## src/rtl/matmul_job_sequencer_pkg.sv

```systemverilog
// Shared types and defaults for the matmul job sequencer: row geometry,
// one-hot FSM encoding and default job shape.
package matmul_pkg;

  localparam int unsigned ROW_W       = 40;
  localparam int unsigned LANE_W      = 8;
  localparam int unsigned LANES       = ROW_W / LANE_W;

  localparam int unsigned N_DEF       = 5;
  localparam int unsigned T_DEF       = 10;
  localparam int unsigned GAP_DEF     = 2;
  localparam int unsigned TIMEOUT_DEF = 64;

  typedef logic [ROW_W-1:0] row_t;

  typedef enum logic [7:0] {
    S_IDLE     = 8'b0000_0001,
    S_COLLECT  = 8'b0000_0010,
    S_SEND_W   = 8'b0000_0100,
    S_TERM_W   = 8'b0000_1000,
    S_SEND_I   = 8'b0001_0000,
    S_TERM_I   = 8'b0010_0000,
    S_WAIT_RES = 8'b0100_0000,
    S_GAP      = 8'b1000_0000
  } seq_state_t;

  // An all-zero row is the array's terminator, so it cannot appear as data.
  function automatic logic row_is_zero(input row_t r);
    return (r == '0);
  endfunction

endpackage

```

## src/rtl/matmul_job_sequencer_if.sv

```systemverilog
// Requester, array and result signals of the job sequencer, bundled.
// slave = the sequencer itself, master = the surrounding environment.
interface matmul_job_sequencer_if;
  import matmul_pkg::*;

  logic [1:0] REQ_VALID_i;
  logic [1:0] REQ_READY_o;
  row_t       REQ_DATA0_i;
  row_t       REQ_DATA1_i;
  row_t       ARR_WEIGHT_o;
  row_t       ARR_IN_o;
  row_t       ARR_OUT_i;
  logic       ARR_VAL_i;
  logic       ARR_OV_i;
  logic       RES_VALID_o;
  row_t       RES_DATA_o;
  logic       RES_ID_o;
  logic       RES_LAST_o;
  logic       RES_OV_o;
  logic       ERR_o;
  logic       ERR_ID_o;
  logic       BUSY_o;

  modport slave (
    input  REQ_VALID_i, REQ_DATA0_i, REQ_DATA1_i, ARR_OUT_i, ARR_VAL_i, ARR_OV_i,
    output REQ_READY_o, ARR_WEIGHT_o, ARR_IN_o, RES_VALID_o, RES_DATA_o,
           RES_ID_o, RES_LAST_o, RES_OV_o, ERR_o, ERR_ID_o, BUSY_o
  );

  modport master (
    output REQ_VALID_i, REQ_DATA0_i, REQ_DATA1_i, ARR_OUT_i, ARR_VAL_i, ARR_OV_i,
    input  REQ_READY_o, ARR_WEIGHT_o, ARR_IN_o, RES_VALID_o, RES_DATA_o,
           RES_ID_o, RES_LAST_o, RES_OV_o, ERR_o, ERR_ID_o, BUSY_o
  );

endinterface

```

## src/rtl/matmul_job_sequencer_rr_arbiter2.sv

```systemverilog
// Two-way round-robin arbiter; the pointer moves to the other side each
// time a job from the granted side is accepted.
module rr_arbiter2 (
  input  logic       CLK,
  input  logic       RSTN,
  input  logic [1:0] req,
  input  logic       accept,
  input  logic       accept_id,
  output logic       gnt_valid,
  output logic       gnt_id
);

  logic ptr;

  always_ff @(posedge CLK or negedge RSTN) begin
    if (!RSTN)       ptr <= 1'b0;
    else if (accept) ptr <= ~accept_id;
  end

  always_comb begin
    gnt_valid = |req;
    gnt_id    = req[ptr] ? ptr : ~ptr;
  end

endmodule

```

## src/rtl/matmul_job_sequencer.sv

```systemverilog
// Buffers whole jobs from two requesters, streams them into the systolic
// array with zero-row terminators and returns tagged result rows.
module matmul_job_sequencer
  import matmul_pkg::*;
#(
  parameter int unsigned N       = N_DEF,
  parameter int unsigned T       = T_DEF,
  parameter int unsigned GAP     = GAP_DEF,
  parameter int unsigned TIMEOUT = TIMEOUT_DEF
) (
  input  logic                  CLK,
  input  logic                  RSTN,
  matmul_job_sequencer_if.slave bus
);

  localparam int unsigned ROWS = N + T;
  localparam int unsigned IW   = $clog2(ROWS + 1);
  localparam int unsigned WW   = $clog2(TIMEOUT + 1);
  localparam int unsigned GW   = $clog2(GAP + 1);

  seq_state_t    state, state_nx;
  logic          gid;
  logic [IW-1:0] idx, res_cnt;
  logic [WW-1:0] wd;
  logic [GW-1:0] gap_cnt;
  logic          bad, ov_acc;
  row_t          job_buf [ROWS];

  row_t req_row;
  logic accept, last_row, res_fire, res_done, wd_expire, err_set;
  logic gnt_valid, gnt_id;

  rr_arbiter2 u_arb (
    .CLK       (CLK),
    .RSTN      (RSTN),
    .req       (bus.REQ_VALID_i),
    .accept    (last_row),
    .accept_id (gid),
    .gnt_valid (gnt_valid),
    .gnt_id    (gnt_id)
  );

  always_comb begin
    req_row   = gid ? bus.REQ_DATA1_i : bus.REQ_DATA0_i;
    accept    = (state == S_COLLECT) && bus.REQ_VALID_i[gid];
    last_row  = accept && (idx == IW'(ROWS - 1));
    res_fire  = (state == S_WAIT_RES) && bus.ARR_VAL_i;
    res_done  = res_fire && (res_cnt == IW'(T - 1));
    // A final result landing on the watchdog's last cycle still completes the job.
    wd_expire = (state == S_WAIT_RES) && !res_done && (wd == WW'(TIMEOUT - 1));
    err_set   = (last_row && (bad || row_is_zero(req_row))) || wd_expire;
  end

  always_ff @(posedge CLK or negedge RSTN) begin
    if (!RSTN) state <= S_IDLE;
    else       state <= state_nx;
  end

  always_comb begin
    state_nx = state;
    unique case (state)
      S_IDLE:     if (gnt_valid) state_nx = S_COLLECT;
      S_COLLECT:  if (last_row)  state_nx = err_set ? S_GAP : S_SEND_W;
      S_SEND_W:   if (idx == IW'(N - 1)) state_nx = S_TERM_W;
      S_TERM_W:   state_nx = S_SEND_I;
      S_SEND_I:   if (idx == IW'(T - 1)) state_nx = S_TERM_I;
      S_TERM_I:   state_nx = S_WAIT_RES;
      S_WAIT_RES: if (res_done || wd_expire) state_nx = S_GAP;
      S_GAP:      if (gap_cnt == GW'(GAP - 1)) state_nx = S_IDLE;
      default:    state_nx = S_IDLE;
    endcase
  end

  always_comb begin
    bus.BUSY_o       = (state != S_IDLE);
    bus.REQ_READY_o  = '0;
    bus.ARR_WEIGHT_o = '0;
    bus.ARR_IN_o     = '0;
    if (state == S_COLLECT) bus.REQ_READY_o = gid ? 2'b10 : 2'b01;
    if (state == S_SEND_W)  bus.ARR_WEIGHT_o = job_buf[idx];
    if (state == S_SEND_I)  bus.ARR_IN_o = job_buf[idx + IW'(N)];
  end

  always_ff @(posedge CLK) begin
    if (accept) job_buf[idx] <= req_row;
  end

  always_ff @(posedge CLK or negedge RSTN) begin
    if (!RSTN) begin
      gid             <= 1'b0;
      idx             <= '0;
      res_cnt         <= '0;
      wd              <= '0;
      gap_cnt         <= '0;
      bad             <= 1'b0;
      ov_acc          <= 1'b0;
      bus.RES_VALID_o <= 1'b0;
      bus.RES_DATA_o  <= '0;
      bus.RES_ID_o    <= 1'b0;
      bus.RES_LAST_o  <= 1'b0;
      bus.RES_OV_o    <= 1'b0;
      bus.ERR_o       <= 1'b0;
      bus.ERR_ID_o    <= 1'b0;
    end else begin
      if (state == S_IDLE && gnt_valid) gid <= gnt_id;

      if (state_nx != state) idx <= '0;
      else if (accept || state == S_SEND_W || state == S_SEND_I) idx <= idx + 1'b1;

      res_cnt <= (state != S_WAIT_RES) ? '0 : (res_fire ? res_cnt + 1'b1 : res_cnt);
      wd      <= (state == S_WAIT_RES) ? wd + 1'b1 : '0;
      gap_cnt <= (state == S_GAP) ? gap_cnt + 1'b1 : '0;
      ov_acc  <= (state == S_IDLE || state == S_GAP) ? 1'b0 : (ov_acc | bus.ARR_OV_i);

      if (state == S_IDLE)                        bad <= 1'b0;
      else if (accept && row_is_zero(req_row))    bad <= 1'b1;

      bus.RES_VALID_o <= res_fire;
      bus.RES_DATA_o  <= res_fire ? bus.ARR_OUT_i : '0;
      bus.RES_ID_o    <= res_fire & gid;
      bus.RES_LAST_o  <= res_done;
      bus.RES_OV_o    <= res_done & (ov_acc | bus.ARR_OV_i);
      bus.ERR_o       <= err_set;
      bus.ERR_ID_o    <= err_set & gid;
    end
  end

endmodule

```

## src/flat_wrapper.sv

```systemverilog
// flat-port wrapper written by rule: the top's interface ports become plain ports
module matmul_job_sequencer_flat import matmul_pkg::*;
#(
  parameter int unsigned N       = N_DEF,
  parameter int unsigned T       = T_DEF,
  parameter int unsigned GAP     = GAP_DEF,
  parameter int unsigned TIMEOUT = TIMEOUT_DEF
)
  (CLK, RSTN, bus_REQ_VALID_i, bus_REQ_DATA0_i, bus_REQ_DATA1_i, bus_ARR_OUT_i, bus_ARR_VAL_i, bus_ARR_OV_i, bus_REQ_READY_o, bus_ARR_WEIGHT_o, bus_ARR_IN_o, bus_RES_VALID_o, bus_RES_DATA_o, bus_RES_ID_o, bus_RES_LAST_o, bus_RES_OV_o, bus_ERR_o, bus_ERR_ID_o, bus_BUSY_o);
  matmul_job_sequencer_if bus_i ();
  input  logic CLK;
  input  logic RSTN;
  input wire logic [$bits(bus_i.REQ_VALID_i)-1:0] bus_REQ_VALID_i;
  input wire logic [$bits(bus_i.REQ_DATA0_i)-1:0] bus_REQ_DATA0_i;
  input wire logic [$bits(bus_i.REQ_DATA1_i)-1:0] bus_REQ_DATA1_i;
  input wire logic [$bits(bus_i.ARR_OUT_i)-1:0] bus_ARR_OUT_i;
  input wire logic [$bits(bus_i.ARR_VAL_i)-1:0] bus_ARR_VAL_i;
  input wire logic [$bits(bus_i.ARR_OV_i)-1:0] bus_ARR_OV_i;
  output wire logic [$bits(bus_i.REQ_READY_o)-1:0] bus_REQ_READY_o;
  output wire logic [$bits(bus_i.ARR_WEIGHT_o)-1:0] bus_ARR_WEIGHT_o;
  output wire logic [$bits(bus_i.ARR_IN_o)-1:0] bus_ARR_IN_o;
  output wire logic [$bits(bus_i.RES_VALID_o)-1:0] bus_RES_VALID_o;
  output wire logic [$bits(bus_i.RES_DATA_o)-1:0] bus_RES_DATA_o;
  output wire logic [$bits(bus_i.RES_ID_o)-1:0] bus_RES_ID_o;
  output wire logic [$bits(bus_i.RES_LAST_o)-1:0] bus_RES_LAST_o;
  output wire logic [$bits(bus_i.RES_OV_o)-1:0] bus_RES_OV_o;
  output wire logic [$bits(bus_i.ERR_o)-1:0] bus_ERR_o;
  output wire logic [$bits(bus_i.ERR_ID_o)-1:0] bus_ERR_ID_o;
  output wire logic [$bits(bus_i.BUSY_o)-1:0] bus_BUSY_o;
  assign bus_i.REQ_VALID_i = bus_REQ_VALID_i;
  assign bus_i.REQ_DATA0_i = bus_REQ_DATA0_i;
  assign bus_i.REQ_DATA1_i = bus_REQ_DATA1_i;
  assign bus_i.ARR_OUT_i = bus_ARR_OUT_i;
  assign bus_i.ARR_VAL_i = bus_ARR_VAL_i;
  assign bus_i.ARR_OV_i = bus_ARR_OV_i;
  assign bus_REQ_READY_o = bus_i.REQ_READY_o;
  assign bus_ARR_WEIGHT_o = bus_i.ARR_WEIGHT_o;
  assign bus_ARR_IN_o = bus_i.ARR_IN_o;
  assign bus_RES_VALID_o = bus_i.RES_VALID_o;
  assign bus_RES_DATA_o = bus_i.RES_DATA_o;
  assign bus_RES_ID_o = bus_i.RES_ID_o;
  assign bus_RES_LAST_o = bus_i.RES_LAST_o;
  assign bus_RES_OV_o = bus_i.RES_OV_o;
  assign bus_ERR_o = bus_i.ERR_o;
  assign bus_ERR_ID_o = bus_i.ERR_ID_o;
  assign bus_BUSY_o = bus_i.BUSY_o;
  matmul_job_sequencer #(.N(N), .T(T), .GAP(GAP), .TIMEOUT(TIMEOUT)) u_core (.CLK(CLK), .RSTN(RSTN), .bus(bus_i));
endmodule
```

## config.mk

```make
export PLATFORM = sky130hd
export DESIGN_NAME = matmul_job_sequencer_flat
export DESIGN_NICKNAME = d
export VERILOG_FILES = /design/src/rtl/matmul_job_sequencer_pkg.sv /design/src/rtl/matmul_job_sequencer_if.sv /design/src/rtl/matmul_job_sequencer_rr_arbiter2.sv /design/src/rtl/matmul_job_sequencer.sv /design/src/flat_wrapper.sv
export SDC_FILE = /design/constraint.sdc
export NUM_CORES = 1
export LEC_CHECK = 0
export ABC_CLOCK_PERIOD_IN_PS = 6900
export CAP_MARGIN = 20
export CORE_MARGIN = 1.5
export CORE_UTILIZATION = 50
export DETAILED_ROUTE_END_ITERATION = 7
export PLACE_DENSITY_LB_ADDON = 0.15
export SKIP_LAST_GASP = 1
export SLEW_MARGIN = 10
export SYNTH_ARGS = -nofsm -noshare
export SYNTH_HDL_FRONTEND = slang
export SYNTH_HIERARCHICAL = 1
export SYNTH_SLANG_ARGS = --single-unit
```

## constraint.sdc

```tcl
create_clock -name CLK -period 6.9 [get_ports CLK]
set_clock_uncertainty 0.05 [all_clocks]
set_input_delay 1.725 -clock CLK [delete_from_list [all_inputs] [get_ports CLK]]
set_output_delay 1.725 -clock CLK [all_outputs]
set_load 0.05 [all_outputs]
```

# Word-level counts from Yosys, hierarchy flattened
# Memories as Yosys holds them, arrays and structs flattened.
# Index checks and enable logic that the tools add are counted.
# totals
ff_bits	75
ram_bits	600
in_bits	126
out_inout_bits	129
wordCells	98
n_memories	1
# op_classes
add_sub_neg	5
n_lt_le_gt_ge	2
n_eq_ne	17
mux	30
n_bitwise	6
n_reduce_logical	21
# memory_table
name	depth	width	read_ports	rd_ports_with_merged_regs	write_ports	line	source
u_core.job_buf	15	40	2	0	1	matmul_job_sequencer.sv:27	row_t job_buf [ROWS];
# op_table
op	n
40-bit two-way mux	4
8-bit case mux with 8 select lines	1
8-bit two-way mux	7
40-bit zero test	1
4-bit two-way mux	4
4-bit == test (second input constant)	3
1-bit two-way mux	10
1-bit logical AND	9
4-bit by 1-bit adder with 4-bit output (second input constant)	2
8-bit by 1-bit == test with 1-bit output (second input constant)	1
8-bit by 2-bit == test with 1-bit output (second input constant)	1
8-bit by 3-bit == test with 1-bit output (second input constant)	1
8-bit by 4-bit == test with 1-bit output (second input constant)	1
8-bit by 5-bit == test with 1-bit output (second input constant)	1
8-bit by 6-bit == test with 1-bit output (second input constant)	1
8-bit by 7-bit == test with 1-bit output (second input constant)	1
8-bit == test (second input constant)	1
8-bit by 1-bit inequality test with 1-bit output (second input constant)	1
8-bit by 7-bit inequality test with 1-bit output (second input constant)	1
8-bit inequality test	1
7-bit by 1-bit adder with 7-bit output (second input constant)	1
7-bit by 6-bit == test with 1-bit output (second input constant)	1
7-bit two-way mux	1
1-bit logical OR	6
other kinds (12)	20

# Logic depth before layout (Yosys ltp)
# logic_depth
ltp_word	12
mapped_depth	14
mapped_depth_nobuf	8

# By module
# The synthesis kept the hierarchy.
# by_module_without_submodules
mod	n_inst	cells_per_inst	area_per_inst_um2	seq_area_each_um2
matmul_job_sequencer	1	1843	31694.1	19870.3
rr_arbiter2	1	6	53.8	25.0

# Worst setup path after synthesis
# No wires, ideal clock.
# synth_timing
path_type	input -> register
from	in bus_REQ_VALID_i[1]
to	mem u_core/job_buf[6][0] (netlist name) (enable)
setup_ns	0.538
arrival_time_ns	6.015
required_time_ns	6.312
setup_slack_ns	0.297
cell_stages	3
n_path_buf	0
path_cell_list	mux2_2 > nand4_1 > nor4bb_1
# synth_between
elab_chain_len	5
# synth_lines
item	line	source
from (decl)	flat_wrapper.sv:13	input wire logic [$bits(bus_i.REQ_VALID_i)-1:0] bus_REQ_VALID_i;
1-bit two-way mux (implied by the code) (2 in a row)	matmul_job_sequencer.sv:45	accept = (state == S_COLLECT) && bus.REQ_VALID_i[gid];
1-bit logical AND	matmul_job_sequencer.sv:45	
1-bit two-way mux	matmul_job_sequencer.sv:85	if (accept) job_buf[idx] <= req_row;
1-bit two-way mux (implied by the code)	matmul_job_sequencer.sv:85	
to (decl)	matmul_job_sequencer.sv:27	
# No other way between the ends. The select of a mux whose other input is x is not followed.

# Final worst setup path
# layout_timing
from	reg u_core.state[7]
to	out bus_ARR_IN_o[22]
# layout_between
elab_chain_len	2
# layout_lines
item	line	source
from (decl)	matmul_job_sequencer.sv:21	seq_state_t state, state_nx;
from (signal assigned)	matmul_job_sequencer.sv:56	else state <= state_nx;
8-bit by 5-bit == test with 1-bit output	matmul_job_sequencer.sv:81	if (state == S_SEND_I) bus.ARR_IN_o = job_buf[idx + IW'(N)];
40-bit two-way mux	matmul_job_sequencer.sv:81	
to (decl)	flat_wrapper.sv:21	output wire logic [$bits(bus_i.ARR_IN_o)-1:0] bus_ARR_IN_o;
# No other way between the ends.

==> qor.txt <==
Starting DRC count in detailed routing: 1752
Tightest Hold Check Type: register to register
Iteration count of the initial detailed-routing pass: 5
Top cell type's share of synthesized area: 56.8%
Final-layout setup total negative slack: 0 ns
First-pass GRT wire length: 123000 µm
Total number of vias: 18900
Cts bufs inserted: 74
Portion of the post-synthesis area used by sequential elements: 62.7%
Number of flops mapped to enable cells by yosys: 600
Final setup violating endpoints: 0
Most instantiated flip-flop cell in the synthesis netlist: sky130_fd_sc_hd__edfxtp_1
Height of the chip: 255 µm
Clock tree from TritonCTS: built
Initial Utilization: 50.4%
Via density: 6.32
Detailed-route DRC error count: 0
Detailed-route wire length: 84300 µm
Most area-consuming cells after synthesis: sky130_fd_sc_hd__edfxtp_1 (57%), sky130_fd_sc_hd__mux4_2 (19%), sky130_fd_sc_hd__dfrtp_1 (5.8%), sky130_fd_sc_hd__mux2i_1 (4.4%), sky130_fd_sc_hd__a211oi_1 (2.7%)
Fin cells: 2992
Max Cap Violations: 0
Total number of H-tree levels: 3
Grt ovf: 0
Critical Setup Path Class: register to output pin
Final Hold Fails: 0
Leakage power: 11.7 nW
Hold buffers post-CTS: 0
Cells along the critical path: nor4_4 -> nand4b_1 -> buf_4 -> a211oi_1 -> clkdlybuf4s50_1
Depth of the worst register-to-register path: 6
Post-CTS resize count: 0
Fraction of final layout cells with drive strength greater than 1: 23.0%
Required time reported for the critical path endpoint: 5.12 ns
Top Ports: 255
Hold Path Depth: 1
Distinct cells, synth: 53
Die Area: 65000 µm²
Syn_nets: 1983
Count leader, synth: sky130_fd_sc_hd__edfxtp_1
Cell Area, Synth: 31700 µm²
Slowest library cell on the worst path: sky130_fd_sc_hd__clkdlybuf4s50_1
Post-route minimum period: 6.36 ns
Count of antenna diodes in the layout: 0
Largest stage delay, worst path: 0.96 ns
Worst Tran Pin Value: 1.05 ns
Clk Tree Root Cell: sky130_fd_sc_hd__clkbuf_16
Timing-limited maximum frequency: 0.157 GHz
Clock transition at the registers of the reported paths: 0.06 ns
Area of the core: 63000 µm²
Vias in the first global route: 19100
Critical path arrival: 4.59 ns
Synth Warn #: 6
Synth Instances: 1849
Overall global routing resource usage: 26.3%
Number of nets with antenna violations after detailed routing: 0
Hold_ws: 0.388 ns
Number of antenna violations at the first check in global routing: 3
Cell type with the largest total area after synthesis: sky130_fd_sc_hd__edfxtp_1
Total power per unit cell area: 271 nW/µm²
Worst skew pair latency: 0.60 ns
Setup slack at placement: 1.24 ns
Worst supply voltage drop on vdd: 0.172 mV
Setup fix buffers added after clock tree synthesis: 0
Area Overhead vs Synth: 18.1%
Mapped Avg Cell Area: 17.2 µm²
Number of placed instances, taps included: 2857
HPWL after DPL: 50200 µm
Sinks on Clock Net: 675
Average routed wire per standard cell: 28.2 µm
Global placer's final weighted congestion: 0.815
Number of buffers inserted by port buffering: 254
PnR worst setup slack: 0.538 ns
CP endpoint kind: output pin
Filler Cell Count: 4678
Bufs on Longest Clock Path: 3
Unrepaired setup endpoints after global routing: no
Part of the cycle the worst path needs: 92.2%
Largest fanout of any net on the critical path: 23
Final layout net count: 2221
Final max-slew violation count: 0
Flip-flop and latch count after synthesis: 675
Number of cell rows: 92
Proportion of synthesized flip-flops having asynchronous set or reset: 11.1%
Largest net degree at the start of global routing: 93
Run status: finished, final reports clean
Most frequent cells after synthesis: sky130_fd_sc_hd__edfxtp_1 (600), sky130_fd_sc_hd__mux4_2 (263), sky130_fd_sc_hd__mux2i_1 (138), sky130_fd_sc_hd__a211oi_1 (115), sky130_fd_sc_hd__nor2_1 (113)
Worst relative slew slack: 30.0%
Die Span X: 255 µm
Worst Setup Start Kind: register
[power breakdown]
group / switching [mW] / internal, mW / leakage [nW]
Combinational: 0.913 / 0.673 / 4.18
Clock: 1.58 / 2.15 / 1.12
Sequential: 0.0365 / 4.82 / 6.42
Total: 2.53 / 7.65 / 11.7
[area by class of cell]
class / count / area [µm²] / share of cell area [%]
sequential: 675 / 19900 / 53.1
multi-input combinational: 1019 / 11200 / 29.9
timing repair buffer: 306 / 2990 / 7.98
clock buffer: 96 / 2030 / 5.41
tap: 846 / 1060 / 2.82
clock inverter: 39 / 246 / 0.657
inverter: 11 / 41.3 / 0.110
[final timing paths]
check,start,to,slack [ns]
setup / recovery,u_core/state[7],bus_ARR_IN_o[22],0.54
hold reg to reg,u_core/gap_cnt[0],u_core/gap_cnt[0],0.39
setup reg to reg,u_core/idx[1],u_core/job_buf[14][14],2.87
min in group asynchronous,RSTN,u_core/bus.RES_DATA_o[14],1.23
max in group asynchronous,RSTN,u_core/idx[2],4.85
hold / removal,u_core/gap_cnt[0],u_core/gap_cnt[0],0.39
[registers in the layout, summed over array words and instances, names as in the netlist, 2 cells and up]
register,count
u_core/job_buf,600
u_core/wd,7
u_core/idx,4
u_core/bus.RES_DATA_o,40
u_core/gap_cnt,2
u_core/state,8
u_core/res_cnt,4
[worst max-delay path, delay by kind of cell (launching register included)]
family	cells	cell delay [ns]
simple gates	2	1.22
buf+inv	2	1.55
compound gates	1	0.74
flops	1	0.47
[cells by family (layout without fill, tap and decap cells)]
group	after synthesis	after routing	share of synthesized area [%]
buffers and inverters	155	452	2.32
AOI/OAI and AO/OA	221	221	4.54
xor gates and xnor gates	13	13	0.359
muxes	443	443	24.5
and+or+nand+nor	334	334	5.30
adders and majority gates	8	8	0.315
DFF	675	675	62.7
[metal layers]
metal  global-route usage, %  vias up  part of all wire [%]
met5                       0        -                 0.031
met4                    8.54        4                   2.8
met3                    4.48      132                   7.8
met2                    43.4      854                    49
met1                    35.9     9850                    40
li1                        -     8062                     -
[cell usage in the layout, fill, tap and decap left out, types with 6 or more instances in the layout]
| cell | count |
|---|---|
| sky130_fd_sc_hd__nand2_1 | 60 |
| sky130_fd_sc_hd__ha_1 | 7 |
| sky130_fd_sc_hd__nor2_1 | 111 |
| sky130_fd_sc_hd__nand4_1 | 8 |
| sky130_fd_sc_hd__and3_2 | 6 |
| sky130_fd_sc_hd__clkinv_1 | 15 |
| sky130_fd_sc_hd__nor2b_1 | 45 |
| sky130_fd_sc_hd__clkbuf_16 | 77 |
| sky130_fd_sc_hd__mux4_2 | 263 |
| sky130_fd_sc_hd__nor3_1 | 12 |
| sky130_fd_sc_hd__mux2i_1 | 138 |
| sky130_fd_sc_hd__a21oi_1 | 48 |
| sky130_fd_sc_hd__dfrtp_1 | 69 |
| sky130_fd_sc_hd__xor2_1 | 6 |
| sky130_fd_sc_hd__clkdlybuf4s50_1 | 253 |
| sky130_fd_sc_hd__and3_1 | 42 |
| sky130_fd_sc_hd__edfxtp_1 | 600 |
| sky130_fd_sc_hd__buf_4 | 48 |
| sky130_fd_sc_hd__nor4_1 | 14 |
| sky130_fd_sc_hd__nand3_1 | 9 |
| sky130_fd_sc_hd__o21ai_0 | 46 |
| sky130_fd_sc_hd__mux2_2 | 41 |
| sky130_fd_sc_hd__clkbuf_1 | 16 |
| sky130_fd_sc_hd__clkinv_2 | 16 |
| sky130_fd_sc_hd__inv_1 | 10 |
| sky130_fd_sc_hd__a211oi_1 | 115 |
[per-stage QoR]
stage	power [mW]	util (%)	cell area (µm²)
6_report	10.2	59.5	37500
5_1_grt	10.5	59.5	37500
4_1_cts	10.2	59.5	37500
3_5_place_dp	6.53	55.9	35200
3_3_place_gp	6.49	55.9	35200
2_1_floorplan	6.07	-	31700
No activity file was read; power rests on OpenSTA's default activity.
